<file path="src/rtl/imm_decode_stage_pkg.sv">
// Shared types for the decode-side immediate stage: opcodes, ImmSrc encoding, FSM states,
// the registered entry layout and the opcode classifier.
package imm_decode_stage_pkg;

  localparam logic [6:0] OPC_LOAD     = 7'h03;
  localparam logic [6:0] OPC_MISC_MEM = 7'h0F;
  localparam logic [6:0] OPC_OP_IMM   = 7'h13;
  localparam logic [6:0] OPC_AUIPC    = 7'h17;
  localparam logic [6:0] OPC_STORE    = 7'h23;
  localparam logic [6:0] OPC_OP       = 7'h33;
  localparam logic [6:0] OPC_LUI      = 7'h37;
  localparam logic [6:0] OPC_BRANCH   = 7'h63;
  localparam logic [6:0] OPC_JALR     = 7'h67;
  localparam logic [6:0] OPC_JAL      = 7'h6F;
  localparam logic [6:0] OPC_SYSTEM   = 7'h73;

  typedef enum logic [2:0] {
    IMM_I   = 3'b000,
    IMM_S   = 3'b001,
    IMM_B   = 3'b010,
    IMM_U   = 3'b011,
    IMM_J   = 3'b100,
    IMM_CSR = 3'b101
  } imm_src_e;

  typedef enum logic [1:0] {
    ST_EMPTY = 2'd0,
    ST_FULL  = 2'd1,
    ST_SKID  = 2'd2
  } stage_state_e;

  // pc is kept beside this struct because its width is a parameter of the stage
  typedef struct packed {
    logic [31:0] instr;
    logic [31:0] imm;
    imm_src_e    imm_src;
    logic        has_imm;
    logic        illegal;
  } dec_entry_t;

  typedef struct packed {
    imm_src_e imm_src;
    logic     has_imm;
    logic     illegal;
  } opc_class_t;

  function automatic opc_class_t classify(input logic [31:0] instr, input logic csr_imm_en);
    opc_class_t c;
    c.imm_src = IMM_I;
    c.has_imm = 1'b1;
    c.illegal = 1'b0;
    if (instr[1:0] != 2'b11) begin
      c.has_imm = 1'b0;
      c.illegal = 1'b1;
    end else begin
      case (instr[6:0])
        OPC_LOAD, OPC_OP_IMM, OPC_JALR, OPC_MISC_MEM: c.imm_src = IMM_I;
        OPC_STORE:            c.imm_src = IMM_S;
        OPC_BRANCH:           c.imm_src = IMM_B;
        OPC_LUI, OPC_AUIPC:   c.imm_src = IMM_U;
        OPC_JAL:              c.imm_src = IMM_J;
        OPC_SYSTEM:           c.imm_src = (csr_imm_en && instr[14]) ? IMM_CSR : IMM_I;
        OPC_OP:               c.has_imm = 1'b0;
        default: begin
          c.has_imm = 1'b0;
          c.illegal = 1'b1;
        end
      endcase
    end
    return c;
  endfunction

endpackage

</file>
<file path="src/rtl/imm_decode_stage_immgen.sv">
// ImmediateGenerator: builds the 32-bit immediate from instr[31:7] for the selected ImmSrc.
// Purely combinational; bit d[k] below is instr[k+7].
module imm_decode_stage_immgen
  import imm_decode_stage_pkg::*;
(
  input  logic [24:0] i_instr,
  input  imm_src_e    i_imm_src,
  output logic [31:0] o_imm
);

  always_comb begin
    o_imm = 32'd0;
    case (i_imm_src)
      IMM_I:   o_imm = {{20{i_instr[24]}}, i_instr[24:13]};
      IMM_S:   o_imm = {{20{i_instr[24]}}, i_instr[24:18], i_instr[4:0]};
      IMM_B:   o_imm = {{20{i_instr[24]}}, i_instr[0], i_instr[23:18], i_instr[4:1], 1'b0};
      IMM_U:   o_imm = {i_instr[24:5], 12'd0};
      IMM_J:   o_imm = {{12{i_instr[24]}}, i_instr[12:5], i_instr[13], i_instr[23:14], 1'b0};
      IMM_CSR: o_imm = {27'd0, i_instr[12:8]};
      default: o_imm = 32'd0;
    endcase
  end

endmodule

</file>
<file path="src/rtl/imm_decode_stage.sv">
// Decode stage: classifies instr_i, generates its immediate and registers the result into a
// 2-entry skid buffer (1-cycle latency, 1/cycle throughput, ready_o registered).
module imm_decode_stage
  import imm_decode_stage_pkg::*;
#(
  parameter int PC_W       = 32,
  parameter bit CSR_IMM_EN = 1'b1
) (
  input  logic            clk,
  input  logic            rst_n,
  input  logic            flush_i,
  input  logic            valid_i,
  output logic            ready_o,
  input  logic [31:0]     instr_i,
  input  logic [PC_W-1:0] pc_i,
  output logic            valid_o,
  input  logic            ready_i,
  output logic [31:0]     instr_o,
  output logic [PC_W-1:0] pc_o,
  output logic [31:0]     imm_o,
  output logic [2:0]      imm_src_o,
  output logic            has_imm_o,
  output logic            illegal_o
);

  opc_class_t   w_class;
  logic [31:0]  w_imm;
  dec_entry_t   w_entry;
  logic         w_accept;

  stage_state_e    r_state;
  logic            r_valid;
  logic            r_ready;
  dec_entry_t      r_out;
  dec_entry_t      r_skid;
  logic [PC_W-1:0] r_out_pc;
  logic [PC_W-1:0] r_skid_pc;

  assign w_class = classify(instr_i, CSR_IMM_EN);

  imm_decode_stage_immgen u_immgen (
    .i_instr   (instr_i[31:7]),
    .i_imm_src (w_class.imm_src),
    .o_imm     (w_imm)
  );

  always_comb begin
    w_entry.instr   = instr_i;
    w_entry.imm     = w_class.has_imm ? w_imm : 32'd0;
    w_entry.imm_src = w_class.imm_src;
    w_entry.has_imm = w_class.has_imm;
    w_entry.illegal = w_class.illegal;
  end

  assign w_accept = valid_i && r_ready;

  // flush wins over every transition, including a same-cycle output handshake
  always_ff @(posedge clk or negedge rst_n) begin
    if (!rst_n) begin
      r_state   <= ST_EMPTY;
      r_valid   <= 1'b0;
      r_ready   <= 1'b1;
      r_out     <= '0;
      r_skid    <= '0;
      r_out_pc  <= '0;
      r_skid_pc <= '0;
    end else if (flush_i) begin
      r_state <= ST_EMPTY;
      r_valid <= 1'b0;
      r_ready <= 1'b1;
    end else begin
      case (r_state)
        ST_EMPTY: begin
          if (w_accept) begin
            r_out    <= w_entry;
            r_out_pc <= pc_i;
            r_state  <= ST_FULL;
            r_valid  <= 1'b1;
            r_ready  <= 1'b1;
          end
        end
        ST_FULL: begin
          if (w_accept && ready_i) begin
            r_out    <= w_entry;
            r_out_pc <= pc_i;
          end else if (w_accept) begin
            r_skid    <= w_entry;
            r_skid_pc <= pc_i;
            r_state   <= ST_SKID;
            r_ready   <= 1'b0;
          end else if (ready_i) begin
            r_state <= ST_EMPTY;
            r_valid <= 1'b0;
          end
        end
        ST_SKID: begin
          if (ready_i) begin
            r_out    <= r_skid;
            r_out_pc <= r_skid_pc;
            r_state  <= ST_FULL;
            r_ready  <= 1'b1;
          end
        end
        default: begin
          r_state <= ST_EMPTY;
          r_valid <= 1'b0;
          r_ready <= 1'b1;
        end
      endcase
    end
  end

  assign valid_o   = r_valid;
  assign ready_o   = r_ready;
  assign instr_o   = r_out.instr;
  assign pc_o      = r_out_pc;
  assign imm_o     = r_out.imm;
  assign imm_src_o = r_out.imm_src;
  assign has_imm_o = r_out.has_imm;
  assign illegal_o = r_out.illegal;

endmodule

</file>
<file path="config.mk">
export PLATFORM = sky130hd
export DESIGN_NAME = imm_decode_stage
export DESIGN_NICKNAME = d
export VERILOG_FILES = /design/src/rtl/imm_decode_stage_pkg.sv /design/src/rtl/imm_decode_stage_immgen.sv /design/src/rtl/imm_decode_stage.sv
export SDC_FILE = /design/constraint.sdc
export NUM_CORES = 1
export LEC_CHECK = 0
export ABC_AREA = 1
export BUFFER_PORTS_ARGS = -buffer_cell sky130_fd_sc_hd__clkbuf_2
export CAP_MARGIN = 5
export CORE_ASPECT_RATIO = 1.2
export CORE_MARGIN = 4
export CORE_UTILIZATION = 31
export CTS_CLUSTER_SIZE = 24
export DETAILED_ROUTE_END_ITERATION = 7
export PLACE_DENSITY = 0.48
export SLEW_MARGIN = 20
export SYNTH_ARGS = -nofsm -noshare
export SYNTH_HDL_FRONTEND = slang
export SYNTH_SLANG_ARGS = --single-unit
</file>
<file path="constraint.sdc">
create_clock -name clk -period 1.7 [get_ports clk]
set_input_delay 0.34 -clock clk [delete_from_list [all_inputs] [get_ports clk]]
set_output_delay 0.34 -clock clk [all_outputs]
set_load 0.01 [all_outputs]
</file>
==> qor.yml, run 1 <==
pwr:
  power-per-cell-area_nw_per_um2: 1420
  vdd.ir_drop.worst_uv: 617
  p_leak_uw: 0.00629
worst_setup_path:
  cp-start-kind: "flip-flop"
  path_cells: "buf_4, clkbuf_2"
  cp.required_ns: 1.36
  cp.arrival_ns: 1.29
  path_class: "reg -> out"
  reg2regPathDepth: 7
  cp_max_fo: 4
  cp_slowest_cell: "dfstp_2"
  cpPeakStageDelay_ns: 0.53
  cp-end-kind: "output port"
clock_network:
  clock_latency_ns: 0.52
  clockRootBuffer: "clkbuf_16"
  cts_tree: "done"
  clk_pin_slew_ns: 0.06
  cts_buffer_depth: 3
  htreeDepth: 1
  clock-sinks: 206
  numCtsBuffers: 24
floorplanning:
  rows: 68
  start_util_pct: 31.6
  core_area_um2: 28900
  die_y_um: 196
  num_io_pins: 172
  die_x_um: 165
  fp.dieArea_um2: 32300
drt:
  vias: 8090
  first_pass_iters: 5
  ant_nets: 0
  post-route-drc-count: 0
  drtIter0Drc: 739
  wl_mm: 27.5
  vias_per_cell: 4.58
  wire_per_inst_um: 15.6
yosys:
  syn_nets: 1237
  synth_area_um2: 9150
  ys_types: 27
  yosysSeqAreaShare_pct: 56.3
  synthCells: 1168
  avgSynthCellArea_um2: 7.84
  synth_seq_cells: 206
  ys.warnings.count: 0
sta:
  worst_pin_slew_ns: 0.375
  finalHoldViolations: 0
  slew_headroom_pct: 75.0
  rsz0062_at_grt: "no"
  fmax_mhz: 615
  setup_violations: 0
  clock_skew_ns: 0.0138
  tns_ns: 0
  post-route-min-period_ns: 1.63
  drv_slew: 0
  min_period_over_period_pct: 95.6
finish:
  drive_gt1_share_pct: 21.7
  final_nets: 1433
  syn2layout_area_growth_pct: 28.8
  regArea_um2: 5160
  multi_input_area_um2: 3640
  antenna_cells: 0
  n_fill_cell: 3063
  design_area_um2: 11800
grt:
  grt_use_total_pct: 16.8
  grt.overflow.total: 0
  grt_pass1_wl_mm: 44.0
  grt_max_degree: 66
  grt_pass1_vias: 7848
  antenna_found_initial: 0
worst_hold_path:
  hp-class: "in -> reg"
  whs_path_depth: 3
job:
  cap_violations: 0
outcome:
  outcome: "completed"
place:
  io_buffers: 171
  hpwl_mm: 18.4
  dpl_cell_area_um2: 10900
  gp_congestion: 0.802
[power breakdown]
| group | switching (µW) | internal (µW) | leakage [µW] |
|---|---|---|---|
| logic | 2410 | 1710 | 0.00333 |
| clock network | 2050 | 3020 | 0.000383 |
| registers | 923 | 6610 | 0.00257 |
[metrics by stage]
stage	hold slack [ns]	cells	utilization (%)	total power (µW)	setup slack (ns)
6_report	0.0479	1765	40.8	16700	0.0749
5_1_grt	0.0422	1765	40.8	17900	0.0173
4_1_cts	0.0230	1761	40.3	16900	0.0416
3_5_place_dp	0.268	1718	37.6	11700	-0.209
3_3_place_gp	0.274	1718	37.6	11600	-0.215
2_1_floorplan	0.0444	1168	-	9750	0.0720
[synth_stat cells (all sizes together)]
cell	n	area, µm²
o31ai	8	60.1
and2	1	6.26
nand4	2	12.5
and3	1	6.26
a21oi	14	70.1
nand3b	1	11.3
dfrtp	205	5130
dfstp	1	26.3
inv	25	93.8
nor3	7	35.0
o21ai	56	280
buf	25	130
nand2	550	2070
a31oi	58	363
clkbuf	43	161
nor2	148	571
nand3	21	110
o211ai	1	7.51
clkinv	1	3.75
[critical path, delay by kind of cell, from the launching register on]
| kind | cells | cell delay, ns |
|---|---|---|
| buffers and inverters | 2 | 0.25 |
| DFF | 1 | 0.53 |
[sequential cells by signal, indices dropped and copies added (netlist names)]
name       flops
ready_o        1
r_skid_pc     32
pc_o          32
instr_o       32
has_imm_o      1
r_skid        69
r_state        2
imm_o         32
illegal_o      1
imm_src_o      3
valid_o        1
[worst paths after layout]
path | slack [ns] | from | end
max | 0.07 | ready_o$_DFFE_PN1P_ | ready_o
min | 0.05 | pc_i[31] | r_skid_pc[31]$_DFFE_PN0P_
max reg2reg | 0.12 | ready_o$_DFFE_PN1P_ | instr_o[4]$_DFFE_PN0P_
min reg2reg | 0.47 | r_skid_pc[10]$_DFFE_PN0P_ | r_skid_pc[10]$_DFFE_PN0P_
max in group asynchronous | 0.72 | rst_n | ready_o$_DFFE_PN1P_
min in group asynchronous | 0.31 | rst_n | pc_o[13]$_DFFE_PN0P_
[metal layers]
layer / part of all wire, % / vias up / wire length [µm] / GRT usage [%]
met5: 0 / - / 0 / 0
met4: 1.3 / 0 / 369 / 3.20
met3: 5.3 / 25 / 1470 / 2.75
met1: 47 / 3803 / 12900 / 24.0
met2: 46 / 173 / 12800 / 27.0
li1: - / 4089 / - / -
[placed cells by master, fill, tap and decap left out, drive strengths merged, types with 2 or more instances in the layout]
master  instances
nand2         550
nor2          148
o21ai          56
a31oi          58
nand4           2
a21oi          14
nor3            7
dfrtp         205
inv            25
clkinv          4
nand3          21
buf            64
o31ai           8
clkbuf        211
[timing repair]
| action | CTS | global route |
|---|---|---|
| hold buffers | 1 | 0 |
| resized for setup | 0 | 15 |
| setup endpoints to repair | 0 | 78 |
| endpoints found under the hold margin | 36 | 0 |
| buffers inserted | 0 | 1 |
[layout make-up]
class,instances,area share (%)
multi-input combinational,868,30.8
inverter,26,0.934
clock buffer,38,6.40
tap,385,4.09
timing repair buffer,238,13.8
sequential,206,43.7
clock inverter,4,0.191
[cell families after synthesis]
logic type	share of synthesized area (%)
and+or+nand+nor	30.9
DFF	56.3
AOI/OAI and AO/OA	8.53
buffers and inverters	4.25
Power figures use the tool's default switching activity.
==> run 2, diff against run 1 <==
--- a/config.mk
+++ b/config.mk
@@ -5,7 +5,6 @@
 export SDC_FILE = /design/constraint.sdc
 export NUM_CORES = 1
 export LEC_CHECK = 0
-export ABC_AREA = 1
 export BUFFER_PORTS_ARGS = -buffer_cell sky130_fd_sc_hd__clkbuf_2
 export CAP_MARGIN = 5
 export CORE_ASPECT_RATIO = 1.2
@@ -14,6 +13,7 @@
 export CTS_CLUSTER_SIZE = 24
 export DETAILED_ROUTE_END_ITERATION = 7
 export PLACE_DENSITY = 0.48
+export RECOVER_POWER = 25
 export SLEW_MARGIN = 20
 export SYNTH_ARGS = -nofsm -noshare
 export SYNTH_HDL_FRONTEND = slang
==> qor.yml, run 2 <==
clock_network:
  htreeDepth: 1  # unchanged
  clock-sinks: 206  # unchanged
  clockRootBuffer: "clkbuf_16"  # unchanged
  clock_latency_ns: 0.52  # about the same
  numCtsBuffers: 23  # was 24
  cts_buffer_depth: 3  # unchanged
  clk_pin_slew_ns: 0.06  # about the same
  cts_tree: "done"  # unchanged
sta:
  slew_headroom_pct: 17.3  # was 75.0%
  min_period_over_period_pct: 114  # was 95.6%
  clock_skew_ns: 0.0105  # was 0.0138 ns
  whs_ns: 0.0645  # was 0.0479 ns
  fin_ws_ns: -0.243  # was 0.0749 ns
  rsz0062_at_grt: "yes"  # was no
  tns_ns: -28.13  # was 0 ns
  worst_pin_slew_ns: 1.24  # was 0.375 ns
  fmax_mhz: 515  # was 615 MHz
  setup_violations: 202  # was 0
  post-route-min-period_ns: 1.94  # was 1.63 ns
  finalHoldViolations: 0  # unchanged
  drv_slew: 0  # unchanged
yosys:
  ys_types: 58  # was 27
  yosys.area_share.simple_pct: 16.3  # was 30.9%
  yosysMostFrequentCell: "dfrtp_1"  # was nand2_1
  avgSynthCellArea_um2: 9.86  # was 7.84 µm²
  synth_seq_cells: 206  # unchanged
  synth_edf_count: 0  # unchanged
  ys.warnings.count: 0  # unchanged
  synth_area_um2: 9150  # about the same
  synthXorXnorAreaFrac_pct: 0.0957  # was 0%
  syn_nets: 997  # was 1237
  ys.flop_type: "dfrtp_1"  # unchanged
  synth_top_family_by_area: "simple AND/OR/NAND/NOR gates"  # unchanged
  synth_commonest_cells: "dfrtp_1, nand2_1, nor2_1"  # was nand2_1, dfrtp_1, nor2_1
  synth_area_leaders: "dfrtp_1, nand2_1, mux2_2"  # was dfrtp_1, nand2_1, nor2_1
  synthAdderAreaFrac_pct: 0  # unchanged
  synth_area_leader_cell: "dfrtp_1"  # unchanged
  synth-compound-area-share_pct: 16.2  # was 8.53%
  muxShareOfSynthArea_pct: 7.13  # was 0%
  netlist.area_leader.share_pct: 56.1  # was 56.0%
  synthArstFlopShare_pct: 100  # unchanged
  synthCells: 928  # was 1168
  yosysSeqAreaShare_pct: 56.4  # was 56.3%
outcome:
  outcome: "finished, violations left"  # was completed
  violations: "setup timing"
grt:
  grt_pass1_wl_mm: 44.0  # about the same
  grt.overflow.total: 0  # unchanged
  grt_pass1_vias: 7632  # was 7848
  grt_use_total_pct: 17.1  # was 16.8%
  grt_max_degree: 68  # was 66
  antenna_found_initial: 0  # unchanged
floorplanning:
  fp.dieArea_um2: 32300  # about the same
  num_io_pins: 172  # unchanged
  die_x_um: 165  # about the same
  start_util_pct: 31.6  # about the same
  die_y_um: 196  # about the same
  rows: 68  # unchanged
  core_area_um2: 28900  # unchanged
finish:
  n_fill_cell: 2836  # was 3063
  drive_gt1_share_pct: 34.4  # was 21.7%
  largest_reg_flops: 69  # unchanged
  final_nets: 1224  # was 1433
  final_cell_mix: "dfrtp_1, nand2_1, clkbuf_2, nor2_1, a31oi_1"  # was nand2_1, dfrtp_1, clkbuf_2, nor2_1, a31oi_1
  regMostFlops: "r_skid"  # unchanged
  final_common_cell: "dfrtp_1"  # was nand2_1
  antenna_cells: 0  # unchanged
  syn2layout_area_growth_pct: 34.7  # was 28.8%
  design_area_um2: 12300  # was 11800 µm²
pwr:
  power_uw: 14400  # was 16700 µW
  swShare_pct: 28.7  # was 32.1%
  power-per-cell-area_nw_per_um2: 1170  # was 1420 nW/µm²
  combPwrFrac_pct: 20.7  # was 24.6%
  p_switching_uw: 4120  # was 5370 µW
  pwr-share-clk_pct: 34.2  # was 30.3%
  seqPwrFrac_pct: 45.1  # about the same
  vdd.ir_drop.worst_uv: 443  # was 617 µV
  internal_power_uw: 10200  # was 11300 µW
  p_leak_uw: 0.00570  # was 0.00629 µW
drt:
  drtIter0Drc: 367  # was 739
  ant_nets: 0  # unchanged
  wire_per_inst_um: 18.3  # was 15.6 µm
  vias_per_cell: 4.93  # was 4.58
  wl_mm: 28.4  # was 27.5 mm
  vias: 7656  # was 8090
  first_pass_iters: 7  # was 5
  post-route-drc-count: 0  # unchanged
worst_setup_path:
  cp_slowest_cell: "dfstp_2"  # unchanged
  cp_max_fo: 48  # was 4
  cp-end-kind: "flip-flop"  # was output port
  cp.required_ns: 2.09  # was 1.36 ns
  critical_path.top_delay_family: "simple AND/OR/NAND/NOR gates"  # was flip-flops
  path_cells: "and3b_1, nand2_1, or3_4, buf_12, mux2_2"  # was buf_4, clkbuf_2
  cp_num_buf_inv: 1  # was 2
  cpPeakStageDelay_ns: 0.53  # about the same
  cp-start-kind: "flip-flop"  # unchanged
  cp.arrival_ns: 2.34  # was 1.29 ns
  path_class: "reg -> reg"  # was reg -> out
place:
  hpwl_mm: 19.0  # was 18.4 mm
  dpl_cell_area_um2: 11200  # was 10900 µm²
  io_buffers: 171  # unchanged
  gp_congestion: 0.809  # was 0.802
worst_hold_path:
  hp-class: "in -> reg"  # unchanged
job:
  cap_violations: 0  # unchanged
-- run 2: cell types whose count changed in the layout (fill, tap and decap cells not counted), moves of 9 or more --
cell,previous run,this run
a21oi_1,13,38
buf_12,15,24
o211ai_1,1,14
buf_4,43,63
mux2_2,0,56
nor2_1,142,98
nand2_1,544,198
o21ai_0,42,21
-- run 2: kinds of logic (layout without fill, tap and decap cells) --
group / count (synthesis) / count (layout)
buf+inv: 83 / 322
simple gates: 355 / 356
flops: 206 / 206
xor+xnor: 1 / 1
mux: 58 / 58
compound gates: 225 / 225
-- run 2: through the flow --
stage / setup slack, ns / util, % / instances
global route: -0.302 / 42.6 / 1553
detailed placement: -0.377 / 38.7 / 1499
floorplan: -0.222 / - / 928
finish: -0.243 / 42.6 / 1553
global placement: -0.373 / 38.7 / 1499
CTS: -0.216 / 42.1 / 1548
-- run 2: per-layer routing --
layer / vias up / GRT usage (%) / wire (µm)
met5: - / 0 / 0
met4: 0 / 4.01 / 467
met1: 3751 / 23.7 / 13200
met3: 34 / 2.84 / 1390
li1: 3680 / - / -
met2: 191 / 27.9 / 13400
-- run 2: worst paths after layout --
path                                              from                        end  slack (ns)  cells after the start
worst max-delay path               ready_o$_DFFE_PN1P_  r_skid_pc[11]$_DFFE_PN0P_       -0.24                      5
min in group asynchronous                        rst_n     r_skid[32]$_DFFE_PN0P_        0.63                      2
max in group asynchronous                        rst_n        ready_o$_DFFE_PN1P_        0.08                      3
worst max register to register     ready_o$_DFFE_PN1P_  r_skid_pc[11]$_DFFE_PN0P_       -0.24                      5
worst min-delay path                           ready_i     r_state[1]$_DFFE_PN0P_        0.06                      2
worst min register to register  r_skid[26]$_DFFE_PN0P_     r_skid[26]$_DFFE_PN0P_        0.48                      2
-- run 2: timing repair --
| action | CTS | global route |
|---|---|---|
| buffers inserted | 6 | 2 |
| pin swaps | 2 | 3 |
| endpoints found under the setup margin | 197 | 202 |
| gates cloned | 4 | 3 |
| hold buffers | 1 | 0 |
| endpoints found under the hold margin | 35 | 0 |
| gates resized for setup | 22 | 12 |
-- run 2: power by group through the flow --
stage	clock [µW]	combinational (µW)	sequential, µW
finish	4910	2980	6470
global route	5260	3310	6590
global placement	0	2770	6540
detailed placement	0	2820	6570
CTS	5050	2950	6480
floorplan	0	1330	6670
-- run 2: area by class of cell --
class | count | area [µm²] | share of cell area [%]
timing repair buffer | 276 | 2150 | 17.4
multi-input combinational | 640 | 3780 | 30.7
tap | 385 | 482 | 3.91
clock buffer | 32 | 659 | 5.35
inverter | 8 | 30.0 | 0.244
sequential | 206 | 5160 | 41.8
clock inverter | 6 | 63.8 | 0.518
